--- config.mk ---
export PLATFORM = sky130hd
export DESIGN_NAME = wbuf_axi_drain
export DESIGN_NICKNAME = d
export VERILOG_FILES = /design/src/rtl/wbuf_axi_drain.sv
export SDC_FILE = /design/constraint.sdc
export NUM_CORES = 1
export LEC_CHECK = 0
export CAP_MARGIN = 20
export CORE_MARGIN = 8
export CORE_UTILIZATION = 40
export CTS_CLUSTER_SIZE = 40
export DETAILED_ROUTE_END_ITERATION = 6
export GPL_ROUTABILITY_DRIVEN = 0
export MAX_ROUTING_LAYER = met4
export PLACE_DENSITY = 0.85
export SLEW_MARGIN = 25
export SYNTH_ARGS = -nofsm -noshare
export SYNTH_HDL_FRONTEND = slang
export SYNTH_SLANG_ARGS = --single-unit
export TNS_END_PERCENT = 30
--- constraint.sdc ---
create_clock -name clk -period 4.1 [get_ports clk]
set_input_delay 0.615 -clock clk [delete_from_list [all_inputs] [get_ports clk]]
set_output_delay 0.615 -clock clk [all_outputs]
set_load 0.02 [all_outputs]
--- src/rtl/wbuf_axi_drain.sv ---
// wbuf_axi_drain
//   Drains a store-buffer FIFO onto an AXI4 write port, one single-beat
//   write at a time. The head entry is only retired (fifo_pop) after its
//   write response returns, so the FIFO's RAW match covers in-flight writes.
//   Non-write entries (fifo_wr=0) are retired without any AXI traffic.
//
// Ports
//   clk, resetn                 clock, synchronous active-low reset
//   fifo_empty/wr/addr/data/strb head entry of the store-buffer FIFO
//   fifo_pop                    one-cycle pulse retiring the head entry
//   aw*, w*, b*                 AXI4 write address / data / response channels
//   busy                        FSM not idle
//   err                         sticky, set on any non-OKAY write response
module wbuf_axi_drain #(
    parameter logic [3:0]  AXI_ID     = 4'd1,
    parameter int unsigned ADDR_WIDTH = 32
) (
    input  logic                  clk,
    input  logic                  resetn,

    input  logic                  fifo_empty,
    input  logic                  fifo_wr,
    input  logic [ADDR_WIDTH-1:0] fifo_addr,
    input  logic [31:0]           fifo_data,
    input  logic [3:0]            fifo_strb,
    output logic                  fifo_pop,

    output logic [3:0]            awid,
    output logic [ADDR_WIDTH-1:0] awaddr,
    output logic [7:0]            awlen,
    output logic [2:0]            awsize,
    output logic [1:0]            awburst,
    output logic                  awvalid,
    input  logic                  awready,

    output logic [31:0]           wdata,
    output logic [3:0]            wstrb,
    output logic                  wlast,
    output logic                  wvalid,
    input  logic                  wready,

    input  logic [3:0]            bid,
    input  logic [1:0]            bresp,
    input  logic                  bvalid,
    output logic                  bready,

    output logic                  busy,
    output logic                  err
);

    typedef enum logic [1:0] {
        IDLE = 2'd0,
        SEND = 2'd1,
        RESP = 2'd2,
        POP  = 2'd3
    } state_t;

    state_t                state;
    logic [ADDR_WIDTH-1:0] addr_q;
    logic [31:0]           data_q;
    logic [3:0]            strb_q;

    // A channel is finished once its valid is low, or it handshakes this cycle.
    logic aw_fin;
    logic w_fin;
    assign aw_fin = !awvalid || awready;
    assign w_fin  = !wvalid  || wready;

    // Response ID is not checked: only one transaction is ever outstanding.
    logic unused_bid;
    assign unused_bid = ^bid;

    always_ff @(posedge clk) begin
        if (!resetn) begin
            state    <= IDLE;
            awvalid  <= 1'b0;
            wvalid   <= 1'b0;
            bready   <= 1'b0;
            fifo_pop <= 1'b0;
            err      <= 1'b0;
            addr_q   <= '0;
            data_q   <= '0;
            strb_q   <= '0;
        end else begin
            fifo_pop <= 1'b0;
            case (state)
                IDLE: begin
                    if (!fifo_empty) begin
                        if (fifo_wr) begin
                            addr_q  <= fifo_addr;
                            data_q  <= fifo_data;
                            strb_q  <= fifo_strb;
                            awvalid <= 1'b1;
                            wvalid  <= 1'b1;
                            state   <= SEND;
                        end else begin
                            fifo_pop <= 1'b1;
                            state    <= POP;
                        end
                    end
                end
                SEND: begin
                    if (awvalid && awready) awvalid <= 1'b0;
                    if (wvalid && wready)   wvalid  <= 1'b0;
                    if (aw_fin && w_fin) begin
                        bready <= 1'b1;
                        state  <= RESP;
                    end
                end
                RESP: begin
                    if (bvalid && bready) begin
                        bready   <= 1'b0;
                        fifo_pop <= 1'b1;
                        state    <= POP;
                        if (bresp != 2'b00) err <= 1'b1;
                    end
                end
                POP: begin
                    // fifo_pop was high this cycle, so the FIFO head has
                    // advanced by the time IDLE samples it again.
                    state <= IDLE;
                end
                default: state <= IDLE;
            endcase
        end
    end

    assign awid    = AXI_ID;
    assign awaddr  = addr_q;
    assign awlen   = 8'd0;
    assign awsize  = 3'b010;
    assign awburst = 2'b01;
    assign wdata   = data_q;
    assign wstrb   = strb_q;
    assign wlast   = 1'b1;
    assign busy    = (state != IDLE);

endmodule

**Word level (Yosys, flattened, before mapping)**

Index checks and enable logic that the tools add are counted.

- Bitwise operators: 1
- Shifts and indexed selects: 0
- $add $sub $neg: 0
- Div/mod/pow operators: 0
- Equal/unequal tests: 9
- Mux-type cells: 18
- Reduce and logical (&&, ||, !) cells: 19
- $mul: 0
- $lt $le $gt $ge: 0

Operator list:

| cell | count |
|---|---|
| $ne A2 B2 Y1 const B | 6 |
| $reduce_and A3 Y1 | 4 |
| $mux W1 | 9 |
| $mux W2 | 4 |
| $pmux W1 S2 | 4 |
| $pmux W2 S4 | 1 |
| $reduce_and A4 Y1 | 2 |
| $reduce_bool A2 Y1 | 4 |
| $eq A2 B2 Y1 const B | 2 |
| $logic_and A1 B1 Y1 | 4 |
| $eq A2 B1 Y1 const B | 1 |
| $logic_not A1 Y1 | 2 |
| $logic_not A2 Y1 | 1 |
| $logic_or A1 B1 Y1 | 2 |
| $not A1 Y1 | 1 |

- Bits in latches: 0
- Memories: 0
- Output and inout port bits: 92
- Bits in read-only memories: 0
- Register bits: 75
- Memory bits (writable): 0

**Depth between registers and ports, before layout**

- Word-level depth: 5
- Mapped depth: 7

**Least setup slack after synthesis**

Ideal clock, no wire load.

- Path kind: reg-to-reg
- Start: register state[0]
- End: register awvalid
- Cell stages (with the launch flop): 8
- Path buffers: 1
- Data arrival time: 1.406 ns
- Library setup time: 0.074 ns
- Data required time: 4.026 ns
- Setup slack: 2.620 ns
- Path through: dfxtp_1 > inv_1 > ha_1 > inv_2 > nor3b_2 > buf_2 > o21ai_0 > a31oi_1

- Cells in the longest elaborated chain, start to end: 3

Ends and longest elaborated chain:

| item | RTL line | RTL |
|---|---|---|
| start, declared | 58 | `state_t state;` |
| start signal, assigned | 75 | `state <= IDLE;` |
| start signal, assigned | 95 | `state <= SEND;` |
| start signal, assigned | 98 | `state <= POP;` |
| $eq A2 B1 Y1 / $logic_not A2 Y1 (equally long branches) | 86 | `case (state)` |
| $ne A2 B2 Y1 (no line) / $reduce_bool A2 Y1 (equally long branches) | -- |  |
| $reduce_and A4 Y1 (no line) | -- |  |
| end signal, assigned | 76 | `awvalid <= 1'b0;` |
| end signal, assigned | 93 | `awvalid <= 1'b1;` |
| end signal, assigned | 103 | `if (awvalid && awready) awvalid <= 1'b0;` |
| end, declared | 33 | `output logic awvalid,` |

Several ways; a longest one is shown, not always the timed one.
A chain may end at the register's enable or synchronous reset.

**Final worst setup path**

- Start: register state[0]
- End: output busy

- Cells in the longest elaborated chain, start to end: 1

Ends and longest elaborated chain:

| item | RTL line | RTL |
|---|---|---|
| $reduce_bool A2 Y1 | 136 | `assign busy = (state != IDLE);` |
| end, declared | 47 | `output logic busy,` |

No other way between the ends.

==> impl_results.md <==
* Port Buffers at 150
* Fmax at 0.423 GHz
* Final Hold Vio Count at 0
* P_leak at 1.65 nW
* Worst path cell trace: inv_1, ha_1, inv_2, clkdlybuf4s50_1
* Die ar. at 0.0101 mm^2
* Metal3 WL at 641 um
* Drt wl/cell at 14.3 um
* Layout Nets at 589
* Core Util, Final at 66.7%
* Residual DRC at 0
* Vias in the first global route at 2,828
* First-pass GRT wire length at 13,400 um
* Clock Skew at 10.3 ps
* Kind of cell adding the most delay to the critical path: buffers and inverters
* Clock-pin slew on the worst setup and hold paths at 80 ps
* Worst vdd ir at 0.261 mV
* Antenna Nets Post-Route at 0
* Resize count post-CTS at 0
* Clk_lat worst skew at 340 ps
* Dpl hpwl at 6490 um
* Layout area overhead at 60.5%
* Total GRT Usage at 17.2%
* Setup-failing EPs final at 0
* Critical path's largest stage delay at 620 ps
* # rows at 30
* Top Layer Used: met4
* Final cell count without fillers at 605
* CTS Buffer Depth at 2
* Min-Delay Path Class: reg -> reg
* Worst EP arrival at 1750 ps
* Die height at 100 um
* Vias per inst at 4.68
* Crit end category: output pin
* Sequential area share after synthesis at 52.6%
* Core footprint at 0.00687 mm^2
* Max cap viols at 0
* Mean Syn Cell Area at 7.86 um^2
* Max FO, Critical Path at 4
* Hold_buf cts at 0
* CP Launch Type: flip-flop
* CTS root buf: clkbuf_8
* WP data required at 3480 ps
* WP buf/inv at 3
* Tightest Pin Transition at 740 ps
* Final Max Slew Viols at 0
* First-pass iteration count of the detailed router at 4
* Crit path time final at 2360 ps
* Final WS setup at 1740 ps
* Antenna violations before repair at 0
* Post-Place Cells at 589
* IO Count at 173
* Cts bufs inserted at 9
* Max-slew headroom at 50.6%
* Yosys reg bits at 75
* Critical path class: reg -> out
* Met2 routed WL at 4440 um
* Share of layout cells above drive strength 1 at 4.52%
* Post-route cell area at 0.00458 mm^2
* Wl on met1 at 3520 um
* # diodes at 0
* Starting density of the core at 41.5%
* Final period util at 57.7%
* TNS Setup at 0 ps
* Total grt overflow at 0
* Slowest cell on crit path: clkdlybuf4s50_1
* CTS Sinks at 75
* Pwr/cell area at 477 mW/mm^2
* H-tree levels at 3
* RSZ-0062 raised after global routing: no
* Post-Place Cell Area at 0.00435 mm^2
* CTS tree: done
* DR iter-0 viols at 102
* Post-CTS setup repair buffer count at 0
* Largest net degree at the start of global routing at 74
* Detailed-route via count at 2,829
* Status: finished clean
* Die width at 100 um
* Yosys warns at 0
* DP Worst Slack at 1590 ps
* Post-Synthesis Cells at 363
* Final WL at 8670 um
* Synthesized area at 0.00285 mm^2
* Number of distinct library cells after synthesis at 24
## cell families after synthesis
logic type	Yosys count	share of synthesized area, %
and+or+nand+nor	151	20.7
other	2	0.263
AOI/OAI and AO/OA	83	15.4
muxes	1	0.351
buffers and inverters	47	8.94
DFF	75	52.6
adders and majority gates	4	1.75
## worst min-delay path, stage by stage (launching register included)
cell and delay (ps):
dfxtp_1 310, nand2_1 50, a21oi_1 50
## sequential cells by signal (all words and copies together), names as in the netlist
signal	flops
awaddr	32
awvalid	1
bready	1
err	1
fifo_pop	1
state	2
wdata	32
wstrb	4
wvalid	1
## final cells by class
type                            instances  area [um^2]
Clock buffer                            9          124
Multi-Input combinational cell        257         1160
Timing Repair Buffer                  153         1540
Tap cell                               96          120
Fill cell                             560         2290
Inverter                                8         32.5
Sequential cell                        75         1500
Clock inverter                          7          101
## per-stage QoR
step	hold slack, ps	total power, mW
3_3_place_gp	441	1.55
5_1_grt	470	2.30
4_1_cts	457	2.20
2_1_floorplan	533	1.26
6_report	455	2.18
3_5_place_dp	446	1.57
## placed cells by master, fill, tap and decap left out, drive strengths merged
cell / Yosys / layout
o21ai: 4 / 4
or3: 1 / 1
inv: 8 / 9
conb: 2 / 18
nor2: 5 / 5
clkinv: 0 / 2
nand3: 1 / 1
nand2b: 2 / 2
mux2i: 1 / 1
a21boi: 1 / 1
nand2: 139 / 139
ha: 4 / 4
buf: 27 / 3
nand3b: 1 / 1
or2: 1 / 1
a21oi: 71 / 71
a2111oi: 1 / 1
a22o: 1 / 1
o311a: 2 / 2
a31oi: 3 / 3
clkinvlp: 0 / 2
clkbuf: 12 / 9
nor3b: 1 / 1
dfxtp: 75 / 75
bufinv: 0 / 2
clkdlybuf4s50: 0 / 150
## synth_stat cells
cell       count  share of area [%]
mux2i_1        1               0.35
clkbuf_1      12                1.6
a2111oi_0      1               0.31
a21boi_1       1               0.26
nand3_1        1               0.18
nand2b_1       2               0.44
dfxtp_1       75                 53
o21ai_0        4               0.70
nand2_1      139                 18
nand3b_1       1               0.26
nor3b_2        1               0.44
or2_2          1               0.22
or3_1          1               0.22
nor2_1         5               0.66
ha_1           4                1.8
buf_2          9                1.6
a21oi_1       71                 12
o311a_1        2               0.70
inv_2          2               0.26
buf_4         18                4.7
a31oi_1        3               0.66
a22o_1         1               0.31
conb_1         2               0.26
inv_1          6               0.79
## report_power, final
part           internal [mW]  leakage, nW  total (mW)  switching [mW]
sequential             0.817        0.610       0.864          0.0472
clock                  0.347        0.106       0.634           0.288
combinational          0.312        0.938       0.685           0.373
## layer usage
metal | track usage [%] | vias up
met5 | - | -
met3 | 4.70 | 8
met2 | 29.5 | 115
met4 | 5.81 | 0
li1 | - | 1412
met1 | 18.8 | 1294
## path summary, 6_finish.rpt
check	start	endpoint	slack, ps	cells after the start
setup / recovery	state[0]	busy	1740	4
hold / removal	awaddr[18]	awaddr[18]	460	2
setup reg to reg	state[0]	awvalid	2020	7
hold reg to reg	awaddr[18]	awaddr[18]	460	2
Note: power is estimated with default switching activity, not from simulation.
